File: src/rtl/pwm_pkg.sv
// Shared types and default sizing for the PWM bank.
package pwm_pkg;

    typedef enum logic {
        PWM_EDGE   = 1'b0,
        PWM_CENTER = 1'b1
    } pwm_mode_e;

    localparam int PWM_N_DEFAULT  = 20;
    localparam int PWM_CH_DEFAULT = 4;

endpackage

File: src/rtl/pwm_timebase.sv
// Period counter for the PWM bank: edge or center-aligned counting, period-end and period_start.
// Center-aligned counting and the direction flop exist only when PWM_CENTER_EN is defined.
module pwm_timebase
    import pwm_pkg::*;
#(
    parameter int N = PWM_N_DEFAULT
) (
    input  logic         clk,
    input  logic         reset_n,
    input  logic         enable,
    input  logic [N-1:0] full_cycle,
`ifdef PWM_CENTER_EN
    input  pwm_mode_e    mode,
`endif
    output logic [N-1:0] count,
    output logic         period_end,
    output logic         period_start
);

    localparam logic [N-1:0] ONE = N'(1);

    logic [N-1:0] count_q, count_d;
`ifdef PWM_CENTER_EN
    logic down_q, down_d;
`endif

    // Defaults leave the counter at 0 counting up, which is also the idle state.
    always_comb begin
        count_d    = '0;
        period_end = 1'b0;
`ifdef PWM_CENTER_EN
        down_d     = 1'b0;
        if (enable) begin
            if (mode == PWM_CENTER) begin
                if (!down_q) begin
                    if (count_q >= full_cycle) begin
                        if (full_cycle <= ONE) begin
                            period_end = 1'b1;
                        end else begin
                            count_d = count_q - ONE;
                            down_d  = 1'b1;
                        end
                    end else begin
                        count_d = count_q + ONE;
                    end
                end else if (count_q <= ONE) begin
                    period_end = 1'b1;
                end else begin
                    count_d = count_q - ONE;
                    down_d  = 1'b1;
                end
            end else if (count_q >= full_cycle) begin
                period_end = 1'b1;
            end else begin
                count_d = count_q + ONE;
            end
        end
`else
        if (enable) begin
            if (count_q >= full_cycle) begin
                period_end = 1'b1;
            end else begin
                count_d = count_q + ONE;
            end
        end
`endif
    end

    always_ff @(posedge clk or negedge reset_n) begin
        if (!reset_n) begin
            count_q <= '0;
`ifdef PWM_CENTER_EN
            down_q  <= 1'b0;
`endif
        end else begin
            count_q <= count_d;
`ifdef PWM_CENTER_EN
            down_q  <= down_d;
`endif
        end
    end

    // Zero is only ever visited at the start of a period, in both modes.
    assign count        = count_q;
    assign period_start = reset_n && enable && (count_q == '0);

endmodule

File: src/rtl/pwm_bank.sv
// Bank of CH PWM comparators on a shared timebase, with a one-deep shadow config applied at period ends.
// Defining PWM_CENTER_EN enables center-aligned mode via cfg_mode; otherwise cfg_mode is ignored.
module pwm_bank
    import pwm_pkg::*;
#(
    parameter int N  = PWM_N_DEFAULT,
    parameter int CH = PWM_CH_DEFAULT
) (
    input  logic            clk,
    input  logic            reset_n,
    input  logic            enable,
    input  logic            cfg_valid,
    output logic            cfg_ready,
    input  logic [N-1:0]    cfg_full_cycle,
    input  logic [CH*N-1:0] cfg_duty,
    input  logic            cfg_mode,
    output logic [CH-1:0]   pwm_out,
    output logic            period_start
);

    logic [N-1:0]         active_full_q, active_full_d;
    logic [N-1:0]         shadow_full_q, shadow_full_d;
    logic [CH-1:0][N-1:0] active_duty_q, active_duty_d;
    logic [CH-1:0][N-1:0] shadow_duty_q, shadow_duty_d;
    logic                 pending_q, pending_d;
    logic [N-1:0]         count;
    logic                 period_end;
    logic                 handshake;
    logic                 apply;
`ifdef PWM_CENTER_EN
    pwm_mode_e            active_mode_q, active_mode_d;
    pwm_mode_e            shadow_mode_q, shadow_mode_d;
`else
    logic                 unused_cfg_mode;
    assign unused_cfg_mode = cfg_mode;
`endif

    assign cfg_ready = !pending_q;
    assign handshake = cfg_valid && !pending_q;
    // A pending config lands at a period boundary, or on the next edge while idle.
    assign apply     = pending_q && (period_end || !enable);

    always_comb begin
        active_full_d = active_full_q;
        active_duty_d = active_duty_q;
        shadow_full_d = shadow_full_q;
        shadow_duty_d = shadow_duty_q;
        pending_d     = pending_q;
`ifdef PWM_CENTER_EN
        active_mode_d = active_mode_q;
        shadow_mode_d = shadow_mode_q;
`endif
        if (apply) begin
            active_full_d = shadow_full_q;
            active_duty_d = shadow_duty_q;
`ifdef PWM_CENTER_EN
            active_mode_d = shadow_mode_q;
`endif
            pending_d     = 1'b0;
        end
        if (handshake) begin
            shadow_full_d = cfg_full_cycle;
            shadow_duty_d = cfg_duty;
`ifdef PWM_CENTER_EN
            shadow_mode_d = pwm_mode_e'(cfg_mode);
`endif
            pending_d     = 1'b1;
        end
    end

    always_ff @(posedge clk or negedge reset_n) begin
        if (!reset_n) begin
            active_full_q <= '0;
            active_duty_q <= '0;
            shadow_full_q <= '0;
            shadow_duty_q <= '0;
            pending_q     <= 1'b0;
`ifdef PWM_CENTER_EN
            active_mode_q <= PWM_EDGE;
            shadow_mode_q <= PWM_EDGE;
`endif
        end else begin
            active_full_q <= active_full_d;
            active_duty_q <= active_duty_d;
            shadow_full_q <= shadow_full_d;
            shadow_duty_q <= shadow_duty_d;
            pending_q     <= pending_d;
`ifdef PWM_CENTER_EN
            active_mode_q <= active_mode_d;
            shadow_mode_q <= shadow_mode_d;
`endif
        end
    end

    pwm_timebase #(.N(N)) u_timebase (
        .clk          (clk),
        .reset_n      (reset_n),
        .enable       (enable),
        .full_cycle   (active_full_q),
`ifdef PWM_CENTER_EN
        .mode         (active_mode_q),
`endif
        .count        (count),
        .period_end   (period_end),
        .period_start (period_start)
    );

    // The counter never exceeds full_cycle, so duty above it saturates high.
    always_comb begin
        pwm_out = '0;
        for (int k = 0; k < CH; k++) begin
            pwm_out[k] = enable && (count < active_duty_q[k]);
        end
    end

endmodule

File: config.mk
export PLATFORM = sky130hd
export DESIGN_NAME = pwm_bank
export DESIGN_NICKNAME = d
export VERILOG_FILES = /design/src/rtl/pwm_pkg.sv /design/src/rtl/pwm_timebase.sv /design/src/rtl/pwm_bank.sv
export SDC_FILE = /design/constraint.sdc
export NUM_CORES = 1
export LEC_CHECK = 0
export CORE_MARGIN = 1
export CORE_UTILIZATION = 55
export DETAILED_ROUTE_END_ITERATION = 16
export HOLD_SLACK_MARGIN = 0.05
export PLACE_DENSITY = 0.79
export SYNTH_ARGS = -nofsm -noshare
export SYNTH_HDL_FRONTEND = slang
export SYNTH_SLANG_ARGS = --single-unit
File: constraint.sdc
create_clock -name clk -period 7.2 [get_ports clk]
set_clock_uncertainty 0.2 [all_clocks]
set_input_delay 0.72 -clock clk [delete_from_list [all_inputs] [get_ports clk]]
set_output_delay 0.72 -clock clk [all_outputs]
set_load 0.01 [all_outputs]
==> results.json <==
{
  "worst_pin_slew_ns": 1.13,
  "layout_commonest_cell": "dfrtp_1",
  "ys_seq_area_share_pct": 51.0,
  "required_ns": 6.28,
  "slew-limit-headroom_pct": 24.5,
  "p_per_area_nw_per_um2": 301,
  "drv_slew": 0,
  "antenna_left": 0,
  "num_rows": 51,
  "fin_ws_ns": 2.77,
  "synth.distinct_cells": 34,
  "startpoint": "u_timebase.count[9]$_DFF_PN0_",
  "cap_violations": 0,
  "drt_pre_antenna_iters": 4,
  "wirelength_um": 21200,
  "worstSetupStartpointType": "register",
  "synth_area_um2": 10900,
  "routabilityCongestion": 0.784,
  "synthTopCellsByArea": "dfrtp_1, mux2_2, ha_1, inv_1, a21o_1",
  "tritoncts": "done",
  "end_kind": "primary output",
  "finalHoldViolCount": 0,
  "wire_per_inst_um": 17.0,
  "fmax_mhz": 226,
  "postSynthAreaPerCell_um2": 12.8,
  "grtUsageTotal_pct": 22.1,
  "die_area_um2": 20300,
  "status": "finished clean",
  "yosysTopAreaCell": "dfrtp_1",
  "hold_path.class": "register to register",
  "start_util_pct": 55.9,
  "hpwl_um": 14100,
  "leakage_nw": 6.19,
  "netlist_instances": 850,
  "synthArstFlopShare_pct": 100,
  "place_ws_ns": 3.44,
  "clk_pin_slew_ns": 0.06,
  "criticalPathCategory": "register to primary output",
  "ys_seq_elements": 221,
  "synth_edf_count": 0,
  "setup_viol": 0,
  "yosysWarnings": 0,
  "fin_cells": 1248,
  "io_buffers": 109,
  "dp_cells": 1205,
  "via_per_inst": 5.41,
  "fin_crit_ns": 4.43,
  "cts-root-buf": "clkbuf_16",
  "cts_buffers": 23,
  "overflow": 0,
  "core-area_um2": 19400,
  "finalCritPeriodShare_pct": 61.6,
  "ioPinCount": 111,
  "cts.htree.levels": 1,
  "post-route-drc-count": 0,
  "regToRegStartpoint": "u_timebase.count[6]$_DFF_PN0_",
  "die_h_um": 142,
  "grt_max_degree": 78,
  "cts_max_path_buffers": 3,
  "min_from": "shadow_duty_q[78]$_DFFE_PN0P_",
  "utilization_pct": 66.8,
  "antenna_found_initial": 1,
  "drt_iter0_drc": 296,
  "crit_path_max_fanout": 8,
  "rsz0062_at_grt": "false",
  "grt_pass1_vias": 6889,
  "cts_resized": 0,
  "irDropWorstVdd_uv": 209,
  "area_growth_pct": 19.4,
  "mostFrequentLayoutCells": "dfrtp_1, mux2_2, clkdlybuf4s50_1, inv_1, ha_1",
  "clkLatencyLatePin_ns": 0.52,
  "power_mw": 3.90,
  "die_w_um": 142,
  "synth_top_flop_cell": "dfrtp_1",
  "vias": 6756,
  "layout.nets": 1169,
  "synth_top_area_share_pct": 51.0,
  "drive_gt1_share_pct": 24.1,
  "fin_tns_setup_ns": 0,
  "syn_nets": 1053,
  "arrival_ns": 3.51,
  "grt_pass1_wl_um": 34700,
  "cts_sinks": 221
}
-- registers in the layout, summed over array words and instances (netlist names) --
name / cells
active_full_q: 20
pending_q: 1
shadow_duty_q: 80
shadow_full_q: 20
active_duty_q: 80
u_timebase.count: 20
-- metal layers --
metal	wire length (um)	share of wire [%]	vias up	track usage, %
met4	537	2.5	0	6.56
met3	993	4.7	35	3.20
met2	10500	49	139	38.2
met1	9210	43	3373	28.7
met5	0	0	-	0
li1	-	-	3209	-
-- path summary, 6_finish.rpt --
check	cells after the start	end	slack (ns)
max reg2reg	7	active_duty_q[71]$_DFFE_PN0P_	3.49
min	1	active_duty_q[78]$_DFFE_PN0P_	0.28
max in group asynchronous	3	active_duty_q[56]$_DFFE_PN0P_	4.79
min reg2reg	1	active_duty_q[78]$_DFFE_PN0P_	0.28
max	7	pwm_out[1]	2.77
min in group asynchronous	2	shadow_duty_q[75]$_DFFE_PN0P_	0.58
-- worst max-delay path: stages, from the launching register on --
cell             delay [ns]
dfrtp_1                0.64
ha_1                   0.34
a21o_1                 0.16
a21o_1                 0.17
a21oi_1                0.38
o311ai_0               0.43
a21oi_1                0.31
clkdlybuf4s50_1        0.57
-- where the power goes --
part           internal, mW  switching [mW]  leakage (nW)
logic                 0.511           0.375          3.17
clock network         0.721           0.486         0.390
registers              1.61           0.201          2.63
-- cell usage after synthesis, types with 4 or more instances --
cell type,instances
dfrtp_1,221
mux2_2,179
inv_1,105
ha_1,98
nor2_1,33
a21oi_1,26
a21o_1,25
nand4_1,22
xor2_1,13
clkbuf_1,12
nand2_1,12
nand3_1,12
mux2_1,11
o21ai_0,11
buf_6,10
mux2_4,10
a211oi_1,5
a21boi_0,5
nor2b_1,5
xnor2_1,5
and3_1,4
nor3b_1,4
o2111ai_1,4
o311ai_0,4
-- through the flow --
| stage | hold WS [ns] | instance area [um2] |
|---|---|---|
| after global placement | 0.269 | 12200 |
| after detailed placement | 0.277 | 12200 |
| final | 0.277 | 13000 |
| after global routing | 0.298 | 13000 |
| after floorplan | 0.224 | 10900 |
| after CTS | 0.284 | 13000 |
-- what timing repair did --
| action | 4_1_cts | 5_1_grt |
|---|---|---|
| hold buffers | 1 | 0 |
| buffers inserted | 0 | 0 |
| endpoints found under the hold margin | 12 | 0 |
-- kinds of logic after synthesis --
logic type / count (synthesis) / synth area share, %
flops: 221 / 51.0
mux: 200 / 21.1
buf+inv: 128 / 5.12
simple gates: 100 / 4.77
fa+ha+maj: 98 / 11.3
compound gates: 85 / 5.28
xor+xnor: 18 / 1.45
-- area by class of cell --
cell class | instances | area, um2
fill | 1526 | 6440
sequential | 221 | 5530
multi-input combinational | 501 | 4770
timing repair buffer | 114 | 1150
clock buffer | 31 | 666
inverter | 105 | 394
tap | 265 | 332
clock inverter | 10 | 111
antenna | 1 | 2.50
No activity file was read; power rests on OpenSTA's default activity.
